**src/rtl/id_ex_stage.sv**
```systemverilog
// ID/EX pipeline register with load-use hazard detection and bubble insertion.
// Optional stall/flush event counters are built when ID_EX_STALL_CNT_EN is defined.
module id_ex_stage #(
  parameter int XLEN    = 64,
  parameter int RADDR_W = 5,
  parameter int CNT_W   = 32
) (
  input  logic               clk,
  input  logic               rst_n,
  input  logic               id_valid,
  input  logic [1:0]         id_aluop,
  input  logic               id_branch,
  input  logic               id_memread,
  input  logic               id_memtoreg,
  input  logic               id_memwrite,
  input  logic               id_alusrc,
  input  logic               id_regwrite,
  input  logic [XLEN-1:0]    id_pc,
  input  logic [XLEN-1:0]    id_rs1_data,
  input  logic [XLEN-1:0]    id_rs2_data,
  input  logic [XLEN-1:0]    id_imm,
  input  logic [RADDR_W-1:0] id_rs1,
  input  logic [RADDR_W-1:0] id_rs2,
  input  logic [RADDR_W-1:0] id_rd,
  input  logic [3:0]         id_funct,
  input  logic               flush,
  output logic               stall,
  output logic               ex_valid,
  output logic [1:0]         ex_aluop,
  output logic               ex_branch,
  output logic               ex_memread,
  output logic               ex_memtoreg,
  output logic               ex_memwrite,
  output logic               ex_alusrc,
  output logic               ex_regwrite,
  output logic [XLEN-1:0]    ex_pc,
  output logic [XLEN-1:0]    ex_rs1_data,
  output logic [XLEN-1:0]    ex_rs2_data,
  output logic [XLEN-1:0]    ex_imm,
  output logic [RADDR_W-1:0] ex_rs1,
  output logic [RADDR_W-1:0] ex_rs2,
  output logic [RADDR_W-1:0] ex_rd,
  output logic [3:0]         ex_funct
`ifdef ID_EX_STALL_CNT_EN
  ,
  output logic [CNT_W-1:0]   stall_cnt,
  output logic [CNT_W-1:0]   flush_cnt
`endif
);

  logic               valid_q, valid_d;
  logic [1:0]         aluop_q, aluop_d;
  logic [5:0]         ctrl_q, ctrl_d;
  logic [XLEN-1:0]    pc_q, pc_d;
  logic [XLEN-1:0]    rs1_data_q, rs1_data_d;
  logic [XLEN-1:0]    rs2_data_q, rs2_data_d;
  logic [XLEN-1:0]    imm_q, imm_d;
  logic [RADDR_W-1:0] rs1_q, rs1_d;
  logic [RADDR_W-1:0] rs2_q, rs2_d;
  logic [RADDR_W-1:0] rd_q, rd_d;
  logic [3:0]         funct_q, funct_d;
  logic               capture;
  logic               ctrl_en;

  // Sources are compared regardless of format; x0 never carries a hazard.
  assign stall = id_valid & valid_q & ctrl_q[4] & (rd_q != '0) &
                 ((rd_q == id_rs1) | (rd_q == id_rs2));

  assign capture = ~flush & ~stall;
  assign ctrl_en = capture & id_valid;

  always_comb begin
    valid_d    = ctrl_en;
    aluop_d    = ctrl_en ? id_aluop : 2'b00;
    ctrl_d     = ctrl_en ? {id_branch, id_memread, id_memtoreg,
                            id_memwrite, id_alusrc, id_regwrite} : 6'b0;
    pc_d       = capture ? id_pc       : '0;
    rs1_data_d = capture ? id_rs1_data : '0;
    rs2_data_d = capture ? id_rs2_data : '0;
    imm_d      = capture ? id_imm      : '0;
    rs1_d      = capture ? id_rs1      : '0;
    rs2_d      = capture ? id_rs2      : '0;
    rd_d       = capture ? id_rd       : '0;
    funct_d    = capture ? id_funct    : '0;
  end

  always_ff @(posedge clk or negedge rst_n) begin
    if (!rst_n) begin
      valid_q    <= 1'b0;
      aluop_q    <= '0;
      ctrl_q     <= '0;
      pc_q       <= '0;
      rs1_data_q <= '0;
      rs2_data_q <= '0;
      imm_q      <= '0;
      rs1_q      <= '0;
      rs2_q      <= '0;
      rd_q       <= '0;
      funct_q    <= '0;
    end else begin
      valid_q    <= valid_d;
      aluop_q    <= aluop_d;
      ctrl_q     <= ctrl_d;
      pc_q       <= pc_d;
      rs1_data_q <= rs1_data_d;
      rs2_data_q <= rs2_data_d;
      imm_q      <= imm_d;
      rs1_q      <= rs1_d;
      rs2_q      <= rs2_d;
      rd_q       <= rd_d;
      funct_q    <= funct_d;
    end
  end

  assign ex_valid    = valid_q;
  assign ex_aluop    = aluop_q;
  assign ex_branch   = ctrl_q[5];
  assign ex_memread  = ctrl_q[4];
  assign ex_memtoreg = ctrl_q[3];
  assign ex_memwrite = ctrl_q[2];
  assign ex_alusrc   = ctrl_q[1];
  assign ex_regwrite = ctrl_q[0];
  assign ex_pc       = pc_q;
  assign ex_rs1_data = rs1_data_q;
  assign ex_rs2_data = rs2_data_q;
  assign ex_imm      = imm_q;
  assign ex_rs1      = rs1_q;
  assign ex_rs2      = rs2_q;
  assign ex_rd       = rd_q;
  assign ex_funct    = funct_q;

`ifdef ID_EX_STALL_CNT_EN
  logic [CNT_W-1:0] stall_cnt_q, stall_cnt_d;
  logic [CNT_W-1:0] flush_cnt_q, flush_cnt_d;

  // Both counters saturate at all-ones; a flushed stall counts only as a flush.
  always_comb begin
    stall_cnt_d = stall_cnt_q;
    flush_cnt_d = flush_cnt_q;
    if (stall && !flush && (stall_cnt_q != '1)) stall_cnt_d = stall_cnt_q + 1'b1;
    if (flush && (flush_cnt_q != '1))           flush_cnt_d = flush_cnt_q + 1'b1;
  end

  always_ff @(posedge clk or negedge rst_n) begin
    if (!rst_n) begin
      stall_cnt_q <= '0;
      flush_cnt_q <= '0;
    end else begin
      stall_cnt_q <= stall_cnt_d;
      flush_cnt_q <= flush_cnt_d;
    end
  end

  assign stall_cnt = stall_cnt_q;
  assign flush_cnt = flush_cnt_q;
`endif

endmodule

```
**config.mk**
```make
export PLATFORM = sky130hd
export DESIGN_NAME = id_ex_stage
export DESIGN_NICKNAME = d
export VERILOG_FILES = /design/src/rtl/id_ex_stage.sv
export SDC_FILE = /design/constraint.sdc
export NUM_CORES = 1
export LEC_CHECK = 0
export ABC_AREA = 1
export BUFFER_PORTS_ARGS = -buffer_cell sky130_fd_sc_hd__buf_2
export CORE_AREA = 2 2 220 222
export DETAILED_ROUTE_END_ITERATION = 10
export DIE_AREA = 0 0 222 224
export GPL_ROUTABILITY_DRIVEN = 1
export SLEW_MARGIN = 20
export SYNTH_ARGS = -nofsm -noshare
export SYNTH_HDL_FRONTEND = slang
export SYNTH_SLANG_ARGS = --single-unit
```
**constraint.sdc**
```tcl
create_clock -name clk -period 3.33 [get_ports clk]
set_input_delay 0.333 -clock clk [delete_from_list [all_inputs] [get_ports clk]]
set_output_delay 0.333 -clock clk [all_outputs]
set_load 0.01 [all_outputs]
```
* After elaboration in Yosys (flattened, before gate mapping) *
Index checks and enable logic that the tools add are counted.

cells by class
  equality and inequality tests = 2
  muxes and demuxes = 10
  bitwise operators = 9
  reductions and logical operators = 1

operator list
  kind               number
  $mux 64            4
  $mux 5             3
  $eq 5x5->1         2
  $and 1x1->1        6
  $mux 6             1
  $reduce_bool 5->1  1
  $mux 4             1
  $mux 2             1
  $not 1->1          2
  $or 1x1->1         1

word-level totals
  flip-flop bits (word level) = 284
  input port bits = 287
  output and inout bits = 285
  logic and storage cells = 33

* Logic depth before layout (Yosys ltp) *
  depth after elaboration = 8
  mapped depth = 11
  gate-level depth less buffers = 9

* Least setup slack after synthesis *
Ideal clock, no wire load.

  path type = reg2reg
  start point = register rd_q[0], in the netlist ex_rd[0]
  end point = register rs1_q[0], in the netlist ex_rs1[0]
  library setup time = 0.115 ns
  arrival time = 1.292 ns
  data required time = 3.215 ns
  setup slack = 1.923 ns
  cell stages (with the launch flop) = 11
  buffers on the path = 2
  clock period less this slack = 1.407 ns
  cell sequence = dfrtp_1 > nor2_1 > nor2_1 > nor2_1 > nand3_1 > nand2_1 > nand2_2 > nand2_4 > buf_4 > buf_6 > nor2_1

on the way
  cells in the longest elaborated chain, start to end = 6
  elaborated cells between the ends (all ways) = 9
  classes of those cells = eq/ne (2); mux (1); bitwise (5); reduce/logical (1)

ends and longest elaborated chain
  what                                                    line    source
  from (decl)                                             60      logic [RADDR_W-1:0] rd_q, rd_d;
  from (signal assigned)                                  110     rd_q <= rd_d;
  $eq 5x5->1 / $reduce_bool 5->1 (equally long branches)  67, 66
  $or 1x1->1 / $and 1x1->1 (equally long branches)        67, 66
  $and 1x1->1 *                                           66      assign stall = id_valid & valid_q & ctrl_q[4] & (rd_q != '0) &
  $not 1->1 *                                             69      assign capture = ~flush & ~stall;
  $and 1x1->1 *                                           69
  $mux 5 *                                                81      rs1_d = capture ? id_rs1 : '0;
  net rs1_d[0]                                            58      logic [RADDR_W-1:0] rs1_q, rs1_d;
  to (signal assigned)                                    108     rs1_q <= rs1_d;
  to (decl)                                               58

Mark *: on every way through the listed nets, which the timed path passes. The rest lies on a longest branch.

* Worst setup path in the final report *
  start point = register rd_q[3], in the netlist ex_rd[3]
  end point = register pc_q[61], in the netlist ex_pc[61]

on the way
  cells in the longest elaborated chain, start to end = 6
  elaborated cells between the ends (all ways) = 9
  classes of those cells = eq/ne (2); mux (1); bitwise (5); reduce/logical (1)

ends and longest elaborated chain
  what                                                    line    source
  $eq 5x5->1 / $reduce_bool 5->1 (equally long branches)  67, 66
  $or 1x1->1 / $and 1x1->1 (equally long branches)        67, 66
  $and 1x1->1 *                                           66
  $not 1->1 *                                             69
  $and 1x1->1 *                                           69
  $mux 64 *                                               77      pc_d = capture ? id_pc : '0;
  net pc_d[61]                                            54      logic [XLEN-1:0] pc_q, pc_d;
  to (signal assigned)                                    104     pc_q <= pc_d;
  to (decl)                                               54

Marked as above.

==> flow_metrics.tcl <==
set metrics [dict create \
    fin_crit_ps 2090 \
    r2r_slack_ps 1240 \
    final_util 0.348 \
    wirelength_um 33300 \
    comb_power_share 0.120 \
    hold_buffers 210 \
    cts_inserted_buffers 34 \
    tightest_slew_ps 754 \
    hpwl_um 23500 \
    clk_latency_ps 520 \
    synth_cells 929 \
    dr.pass1.iters 4 \
    placed_area_sq_um 13300 \
    setup_viol 0 \
    cts_root_buf "clkbuf_16" \
    power_density_nw_per_um2 507 \
    yosys_warnings 0 \
    holdPathEnd "ex_pc[4]" \
    syn_area_sq_um 9770 \
    fin_ws_ps 1240 \
    numPortBuffers 571 \
    num_vias 8789 \
    pwr-share-clk 0.439 \
    rsz0062_at_grt "false" \
    outcome "completed" \
    reg2reg_depth 10 \
    min_period_over_period 0.628 \
    grt_pass1_wl_um 50500 \
    num-nets-final 2018 \
    swShare 0.240 \
    power_frac_seq 0.440 \
    gr-usage-all-layers 0.130 \
    ioPinCount 572 \
    drt_iter0_drc 277 \
    irDropWorstVdd_mv 0.338 \
    place.gp.congestion 0.914 \
    cp_max_fo 80 \
    critPathRequiredTime_ps 3720 \
    arrival_ps 2480 \
    hold_viol 0 \
    fin_area_sq_um 16500 \
    fp.dieW_um 222 \
    syn_avg_cell_area_sq_um 10.5 \
    max_freq_ghz 0.478 \
    core_sq_um 47300 \
    final_cells 2373 \
    cp-end-kind "flip-flop" \
    fin_worst_skew_ps 14.0 \
    avgRoutedWirePerCell_um 14.0 \
    p_int_mw 6.35 \
    whs_ps 39.3 \
    p_sw_mw 2.01 \
    clock-sinks 284 \
    via_per_inst 3.70 \
    post_cts_buffers 0 \
    antenna_found_initial 2 \
    grt_pass1_vias 9721 \
    tns_ps 0 \
    drv_slew 0 \
    clockBufferDepth 3 \
    ant_nets 0 \
    synthesis.nets 1216 \
    clk_pin_slew_worst_paths_ps 60 \
    die_h_um 224 \
    cp-start-kind "flip-flop" \
    grt_max_degree 94 \
    drive_gt1_frac 0.369 \
    final_cell_mix "buf_2, nor2_1, inv_1" \
    power_mw 8.35 \
    reg2reg_to "ex_pc[61]" \
    seq_area_frac_synth 0.727 \
    leakage_nw 9.90 \
    hp-class "in2reg" \
    drc 0 \
    dieArea_sq_um 49700 \
    cts_tree "done" \
    ctsResizeCount 0 \
    relSlewSlack 0.497 \
    hold_path.startpoint "id_pc[4]" \
    initial_core_util 0.206 \
    rr_startpoint "ex_rd[3]" \
    final_common_cell "buf_2" \
    pre_cts_ws_ps 1270 \
    maxCapViolations 0 \
    dp.cells 2100 \
    synth_cell_types 15 \
    rows 80 \
    min_delay_path_depth 3 \
    ys_seq_elements 284 \
    critical_path_class "reg2reg" \
    syn_to_final_growth_pct 68.7 \
    h-tree-depth 2 \
    overflow 0 \
]
per-layer routing:
layer / part of all wire / track usage / vias up
li1: - / - / 4116
met1: 0.37 / 0.136 / 4148
met2: 0.51 / 0.230 / 410
met3: 0.076 / 0.0408 / 115
met4: 0.050 / 0.0756 / 0
met5: 0 / 0 / -
cell type report:
| type | count | area [sq um] |
|---|---|---|
| clock buffer | 49 | 1030 |
| inverter | 293 | 1100 |
| tap | 615 | 769 |
| antenna | 2 | 5.00 |
| fill | 4675 | 30900 |
| sequential | 284 | 7110 |
| multi-input combinational | 322 | 1250 |
| timing repair buffer | 796 | 5130 |
| clock inverter | 12 | 95.1 |
flip-flops by register name (all words and copies together) (netlist names):
name,cells
ex_imm,64
ex_pc,64
ex_rs1_data,64
ex_rs2_data,64
ctrl_q,6
ex_rd,5
ex_rs1,5
ex_rs2,5
ex_funct,4
ex_aluop,2
ex_valid,1
power by group through the flow:
stage	sequential (mW)	clock (mW)	combinational (mW)
3_3_place_gp	3.73	0	0.802
6_report	3.68	3.67	1.01
4_1_cts	3.68	3.81	1.01
5_1_grt	3.69	3.94	1.10
2_1_floorplan	3.83	0	0.222
3_5_place_dp	3.74	0	0.814
cell usage after synthesis:
cell	number	area [sq um]
buf_2	2	10.0
buf_4	1	7.51
buf_6	25	282
buf_8	2	30.0
clkinv_1	1	3.75
dfrtp_1	284	7110
inv_1	287	1080
inv_2	5	18.8
nand2_1	23	86.3
nand2_2	1	6.26
nand2_4	1	11.3
nand3_1	3	15.0
nand4_1	2	12.5
nor2_1	290	1090
xnor2_1	2	17.5
logic make-up after synthesis:
group,synth area share
buffers and inverters,0.146
AND/OR/NAND/NOR,0.125
flip-flops,0.727
XOR/XNOR,0.00179
critical path: stages, from the launching register on:
cell and delay [ps]:
dfrtp_1 460, inv_2 60, nand2_1 60, nand2_1 50, nor2_1 80, nand3_1 90, nand2_1 90, nand2_2 110
nand2_8 450, buf_12 340, nor2_1 110
worst max-delay path by stage:
stage | start | cells after the start | end | slack, ps
2_1_floorplan | ex_rd[0] | 10 | ex_rs1[0] | 1920
3_3_place_gp | ex_rd[3] | 10 | ex_rs1_data[26] | 1290
3_5_place_dp | ex_rd[1] | 10 | ex_rs2_data[6] | 1270
4_1_cts | ex_rd[1] | 9 | stall | 1260
5_1_grt | ex_rd[1] | 10 | ex_rs2_data[6] | 1070
6_report | ex_rd[3] | 10 | ex_pc[61] | 1240
Note: power is estimated with default switching activity, not from simulation.
